--- src/rtl/adc_resp_pkg.sv ---
// Shared types and constants for the MCP3008-style ADC SPI responder.
package adc_resp_pkg;

    localparam int CMD_BITS = 4;
    localparam int CH_IDX_W = 3;

    typedef enum logic [2:0] {
        IDLE,
        WAIT_START,
        CMD,
        SAMPLE,
        DATA,
        TAIL
    } state_t;

endpackage

--- src/rtl/spi_pin_sync.sv ---
// Synchronizes sclk/cs_n/din into clk and produces edge strobes plus levels.
module spi_pin_sync #(
    parameter int SYNC_STAGES = 2
) (
    input  logic clk,
    input  logic rst_n,
    input  logic sclk,
    input  logic cs_n,
    input  logic din,
    output logic sclk_rise,
    output logic sclk_fall,
    output logic cs_fall,
    output logic cs_rise,
    output logic cs_lvl,
    output logic din_lvl
);

    logic [SYNC_STAGES-1:0] sclk_sr;
    logic [SYNC_STAGES-1:0] cs_sr;
    logic [SYNC_STAGES-1:0] din_sr;
    logic                   sclk_prev;
    logic                   cs_prev;

    always_ff @(posedge clk or negedge rst_n) begin
        if (!rst_n) begin
            sclk_sr   <= '0;
            cs_sr     <= '1;
            din_sr    <= '0;
            sclk_prev <= 1'b0;
            cs_prev   <= 1'b1;
        end else begin
            sclk_sr   <= {sclk_sr[SYNC_STAGES-2:0], sclk};
            cs_sr     <= {cs_sr[SYNC_STAGES-2:0], cs_n};
            din_sr    <= {din_sr[SYNC_STAGES-2:0], din};
            sclk_prev <= sclk_sr[SYNC_STAGES-1];
            cs_prev   <= cs_sr[SYNC_STAGES-1];
        end
    end

    // din shares the sclk latency, so din_lvl is the bit present at the strobe
    assign sclk_rise = sclk_sr[SYNC_STAGES-1] & ~sclk_prev;
    assign sclk_fall = ~sclk_sr[SYNC_STAGES-1] & sclk_prev;
    assign cs_fall   = ~cs_sr[SYNC_STAGES-1] & cs_prev;
    assign cs_rise   = cs_sr[SYNC_STAGES-1] & ~cs_prev;
    assign cs_lvl    = cs_sr[SYNC_STAGES-1];
    assign din_lvl   = din_sr[SYNC_STAGES-1];

endmodule

--- src/rtl/adc_spi_responder.sv ---
// SPI responder emulating an MCP3008-style ADC; ADC_LSB_TRAILER_EN adds the LSB-first echo.
module adc_spi_responder
    import adc_resp_pkg::*;
#(
    parameter int N_CH        = 8,
    parameter int RES_BITS    = 10,
    parameter int SYNC_STAGES = 2
) (
    input  logic                     clk,
    input  logic                     rst_n,
    input  logic                     sclk,
    input  logic                     cs_n,
    input  logic                     din,
    output logic                     dout,
    output logic                     dout_oe,
    input  logic [N_CH*RES_BITS-1:0] ch_data,
    output logic                     cmd_valid,
    output logic                     cmd_sgl,
    output logic [CH_IDX_W-1:0]      cmd_ch,
    output logic                     frame_done,
    output logic                     busy
);

    localparam int CNT_W = $clog2(RES_BITS + 1);

    logic sclk_rise, sclk_fall, cs_fall, cs_rise, cs_lvl, din_lvl;
    logic s_rise, s_fall;

    spi_pin_sync #(.SYNC_STAGES(SYNC_STAGES)) u_sync (
        .clk       (clk),
        .rst_n     (rst_n),
        .sclk      (sclk),
        .cs_n      (cs_n),
        .din       (din),
        .sclk_rise (sclk_rise),
        .sclk_fall (sclk_fall),
        .cs_fall   (cs_fall),
        .cs_rise   (cs_rise),
        .cs_lvl    (cs_lvl),
        .din_lvl   (din_lvl)
    );

    assign s_rise = sclk_rise & ~cs_lvl;
    assign s_fall = sclk_fall & ~cs_lvl;

    function automatic logic [RES_BITS-1:0] pick_ch(input logic [N_CH*RES_BITS-1:0] d,
                                                    input logic [CH_IDX_W-1:0] idx);
        pick_ch = '0;
        for (int k = 0; k < N_CH; k++) begin
            if (int'(idx) == k) pick_ch = d[k*RES_BITS +: RES_BITS];
        end
    endfunction

    function automatic logic [RES_BITS-1:0] clamp_pos(input logic signed [RES_BITS:0] v);
        clamp_pos = v[RES_BITS] ? '0 : v[RES_BITS-1:0];
    endfunction

    state_t                state;
    logic [CMD_BITS-2:0]   cmd_sr;
    logic [1:0]            cmd_cnt;
    logic [RES_BITS-1:0]   res;
    logic [CNT_W-1:0]      bit_idx;
    logic                  sample_seen;

    // cmd_sr holds {SGL, D2, D1} when D0 arrives; {D2,D1,D0} is both the
    // single-ended channel and IN+ of the differential pair
    logic [CH_IDX_W-1:0]     sel_ch, neg_ch;
    logic signed [RES_BITS:0] diff;
    logic [RES_BITS-1:0]     next_res;

    assign sel_ch   = {cmd_sr[CMD_BITS-3:0], din_lvl};
    assign neg_ch   = {cmd_sr[CMD_BITS-3:0], ~din_lvl};
    assign diff     = $signed({1'b0, pick_ch(ch_data, sel_ch)})
                    - $signed({1'b0, pick_ch(ch_data, neg_ch)});
    assign next_res = cmd_sr[CMD_BITS-2] ? pick_ch(ch_data, sel_ch) : clamp_pos(diff);

    assign busy = (state != IDLE);

    always_ff @(posedge clk or negedge rst_n) begin
        if (!rst_n) begin
            state       <= IDLE;
            dout        <= 1'b0;
            dout_oe     <= 1'b0;
            cmd_valid   <= 1'b0;
            cmd_sgl     <= 1'b0;
            cmd_ch      <= '0;
            frame_done  <= 1'b0;
            cmd_sr      <= '0;
            cmd_cnt     <= '0;
            res         <= '0;
            bit_idx     <= '0;
            sample_seen <= 1'b0;
        end else begin
            cmd_valid  <= 1'b0;
            frame_done <= 1'b0;
            if (cs_rise) begin
                state   <= IDLE;
                dout    <= 1'b0;
                dout_oe <= 1'b0;
            end else begin
                case (state)
                    IDLE: begin
                        if (cs_fall) state <= WAIT_START;
                    end
                    WAIT_START: begin
                        if (s_rise && din_lvl) begin
                            state   <= CMD;
                            cmd_cnt <= '0;
                        end
                    end
                    CMD: begin
                        if (s_rise) begin
                            cmd_sr <= {cmd_sr[CMD_BITS-3:0], din_lvl};
                            if (cmd_cnt == 2'(CMD_BITS - 1)) begin
                                res         <= next_res;
                                cmd_valid   <= 1'b1;
                                cmd_sgl     <= cmd_sr[CMD_BITS-2];
                                cmd_ch      <= sel_ch;
                                sample_seen <= 1'b0;
                                state       <= SAMPLE;
                            end else begin
                                cmd_cnt <= cmd_cnt + 2'd1;
                            end
                        end
                    end
                    SAMPLE: begin
                        if (s_fall) begin
                            if (!sample_seen) begin
                                sample_seen <= 1'b1;
                            end else begin
                                dout_oe <= 1'b1;
                                dout    <= 1'b0;
                                bit_idx <= CNT_W'(RES_BITS - 1);
                                state   <= DATA;
                            end
                        end
                    end
                    DATA: begin
                        if (s_fall) begin
                            dout <= res[bit_idx];
                            if (bit_idx == '0) begin
                                state <= TAIL;
`ifdef ADC_LSB_TRAILER_EN
                                bit_idx <= CNT_W'(1);
`else
                                frame_done <= 1'b1;
`endif
                            end else begin
                                bit_idx <= bit_idx - CNT_W'(1);
                            end
                        end
                    end
                    TAIL: begin
                        if (s_fall) begin
`ifdef ADC_LSB_TRAILER_EN
                            // bit_idx == 0 marks the echo as finished
                            if (bit_idx != '0) begin
                                dout <= res[bit_idx];
                                if (bit_idx == CNT_W'(RES_BITS - 1)) begin
                                    bit_idx    <= '0;
                                    frame_done <= 1'b1;
                                end else begin
                                    bit_idx <= bit_idx + CNT_W'(1);
                                end
                            end else begin
                                dout <= 1'b0;
                            end
`else
                            dout <= 1'b0;
`endif
                        end
                    end
                    default: state <= IDLE;
                endcase
            end
        end
    end

endmodule
--- config.mk ---
export PLATFORM = sky130hd
export DESIGN_NAME = adc_spi_responder
export DESIGN_NICKNAME = d
export VERILOG_FILES = /design/src/rtl/adc_resp_pkg.sv /design/src/rtl/spi_pin_sync.sv /design/src/rtl/adc_spi_responder.sv
export SDC_FILE = /design/constraint.sdc
export NUM_CORES = 1
export LEC_CHECK = 0
export CORE_MARGIN = 1
export CORE_UTILIZATION = 40
export CTS_CLUSTER_DIAMETER = 50
export DETAILED_ROUTE_END_ITERATION = 12
export DONT_BUFFER_PORTS = 1
export PLACE_DENSITY = 0.6
export SYNTH_ARGS = -nofsm -noshare
export SYNTH_HDL_FRONTEND = slang
export SYNTH_SLANG_ARGS = --single-unit
--- constraint.sdc ---
create_clock -name clk -period 8.76 [get_ports clk]
set_clock_uncertainty 0.1 [all_clocks]
set_input_delay 0.438 -clock clk [delete_from_list [all_inputs] [get_ports clk]]
set_output_delay 0.438 -clock clk [all_outputs]
set_load 0.02 [all_outputs]
==> impl_metrics.ini <==
[global_route]
antenna_found_initial = 0
grt_pass1_wl_um = 10200
grt_use_total_pct = 16.7
grt_pass1_vias = 2173
grt_overflow = 0
grt_max_degree = 40

[logic_synthesis]
synth_cell_type_count = 54
synth_edf_count = 0
synth-seq-cells = 39
syn_avg_cell_area_um2 = 10.5
synth-main-ff-cell = dfrtp_1
ys_seq_area_share_pct = 32.0
synth_warnings = 0
syn_inst = 293
async_reset_ff_share_pct = 100
syn_area_um2 = 3070
syn-num-nets = 392

[clock_tree]
cts_tree = yes
cts_resized = 0
clock_sinks = 39
cts_setup_buffers = 0
root_buffer = clkbuf_8
ctsHtreeMaxLevel = 2
insertion_delay_ns = 0.29
cts_made_buffers = 5
cts_buffer_depth = 2
clkTransAtPathRegs_ns = 0.08

[detailed_routing]
dr.pass1.iters = 4
drt-met1-wl_um = 2680
vias_per_cell = 5.61
met2WireLength_um = 2940
vias = 2170
routed-wl-met3_um = 322
drt-total-wl_um = 6020
drt_iter0_markers = 68
highest_layer = met4
avgRoutedWirePerCell_um = 15.6
drcViolationCount = 0
drtAntennaViolNets = 0

[outcome]
outcome = completed

[sta]
period_needed_ns = 3.82
final-hold-violation-count = 0
setup_ws_ns = 4.94
slew_headroom_pct = 52.7
fin_crit_sh_pct = 43.6
worst_slew_pin_slew_ns = 0.710
slew_viol_final = 0
setup_viol = 0
rsz0062_at_grt = false
fmax_mhz = 262
holdWs_ns = 0.0453
setup-tns-final_ns = 0

[power_and_ir_drop]
power.leakage_nw = 1.28
power.combinational.fraction_pct = 62.4
switching_share_pct = 43.6
pwr-share-clk_pct = 11.8
pwr-share-seq_pct = 25.8
p_sw_uw = 424
power_uw = 974
powerDensity_nw_per_um2 = 303
ir_drop_mv = 0.165
p_int_uw = 549

[worst_setup_path]
max_stage_delay_ns = 0.78
startpoint_type = flop
worst-path-stages = 11
worstSetupEndpointType = flop
critical_path.slowest_cell = dfrtp_1
path_cells = mux4_2 > mux2i_1 > ha_1 > inv_1 > fa_1 > a211oi_1 > o21ai_1 > a31oi_1 > a211oi_4 > a221oi_2 > nor2_1
crit_family = compound AO/OA/AOI/OAI gates
path_max_fanout = 17
cp_num_buf_inv = 1
worstPathArrival_ns = 3.89
rr_startpoint = cmd_sr[0]
worstSetupStartpoint = cmd_sr[0]
critical_path_required_ns = 8.84
reg2regPathDepth = 11
crit_type = flop to flop

[placed_design]
dpl_cell_area_um2 = 3100
place_hpwl_um = 4640
port_buffers = 0
placed_cells = 377
pre_cts_slack_ns = 4.93
gp_congestion = 0.829

[floorplanning]
fp-row-count = 31
initial_core_util_pct = 41.8
die-area_um2 = 8020
die_x_um = 89.5
core_region_area_um2 = 7330
dieHeight_um = 89.5
ios = 94

[layout]
syn_to_final_growth_pct = 4.78
final_core_util_pct = 43.8
final_area_um2 = 3210
antenna_cells = 0
final_cells = 387
drive_above_1_share_pct = 19.4
nFillCells = 698
layout.nets = 386
final_common_cell = dfrtp_1
final_cell_mix = dfrtp_1, mux4_2, nand2_1

[min_path]
hold_depth = 0
holdCritStartpoint = cs_n
hp-class = primary input to flop

[flow_run]
drv_cap = 0
-- area by class of cell --
type | count | area (um2) | area share (%)
inverter | 13 | 53.8 | 1.68
clock inverter | 3 | 15.0 | 0.467
sequential | 39 | 980 | 30.5
clock buffer | 5 | 68.8 | 2.14
timing repair buffer | 5 | 52.6 | 1.64
multi-input combinational | 223 | 1920 | 59.7
tap | 99 | 124 | 3.86
-- final timing paths --
check	slack, ns	end
max	4.94	res[4]
min	0.05	u_sync.cs_sr[0]
max reg2reg	4.94	res[4]
min reg2reg	0.25	u_sync.din_sr[1]
max in group asynchronous	7.79	u_sync.cs_prev
min in group asynchronous	0.51	cmd_valid
-- cells by family (layout without fill, tap and decap cells) --
kind of cell               Yosys count  count (layout)  share of synthesized area (%)
muxes                               51              51                           26.9
adders and majority gates           14              14                           5.96
buffers and inverters               31              26                           5.47
and+or+nand+nor                     88              88                           14.1
xor gates and xnor gates             6               6                           1.71
DFF                                 39              39                           32.0
AOI/OAI and AO/OA                   64              64                           13.9
-- per-layer routing --
layer | vias up | global-route usage [%]
met2 | 57 | 27.8
met5 | - | 0
li1 | 1079 | -
met4 | 0 | 3.61
met3 | 9 | 4.16
met1 | 1025 | 22.0
-- what timing repair did --
item                                   CTS  global route
setup endpoints to repair                0             0
hold buffers                             2             0
endpoints found under the hold margin   39             0
-- flip-flops by register name (all words and copies together), names as in the netlist, 2 cells and up --
register and cells:
cmd_cnt 2, bit_idx 4, cmd_sr 3, res 10, state 3, u_sync.sclk_sr 2, u_sync.din_sr 2, cmd_ch 3
u_sync.cs_sr 2
-- power by group through the flow --
stage          Combinational (mW)  Sequential (mW)  Clock, mW
6_report                    0.608            0.251      0.115
5_1_grt                     0.684            0.258      0.126
4_1_cts                     0.611            0.251      0.118
3_5_place_dp                0.605            0.254          0
3_3_place_gp                0.596            0.255          0
2_1_floorplan               0.542            0.223          0
-- synth_stat cells, drive strengths merged (2+ instances only) --
cell type	n	share of area (%)
dfrtp	36	29
nand2	26	3.3
mux4	24	18
nor2	24	3.0
o21ai	19	3.1
a21oi	16	2.6
mux2i	15	4.9
buf	13	3.1
ha	13	5.3
inv	13	1.8
mux2	12	4.4
nand3	10	1.6
nand2b	6	1.2
a221oi	5	1.6
clkbuf	5	0.61
nor2b	5	1.0
a21boi	4	1.1
nand3b	4	0.98
nor3	4	0.65
xor2	4	1.1
a211oi	3	1.1
a31oi	3	0.61
dfstp	3	2.6
o211ai	3	0.73
or3b	3	0.94
nor4	2	0.41
o31ai	2	0.49
xnor2	2	0.57
Power figures use the tool's default switching activity.
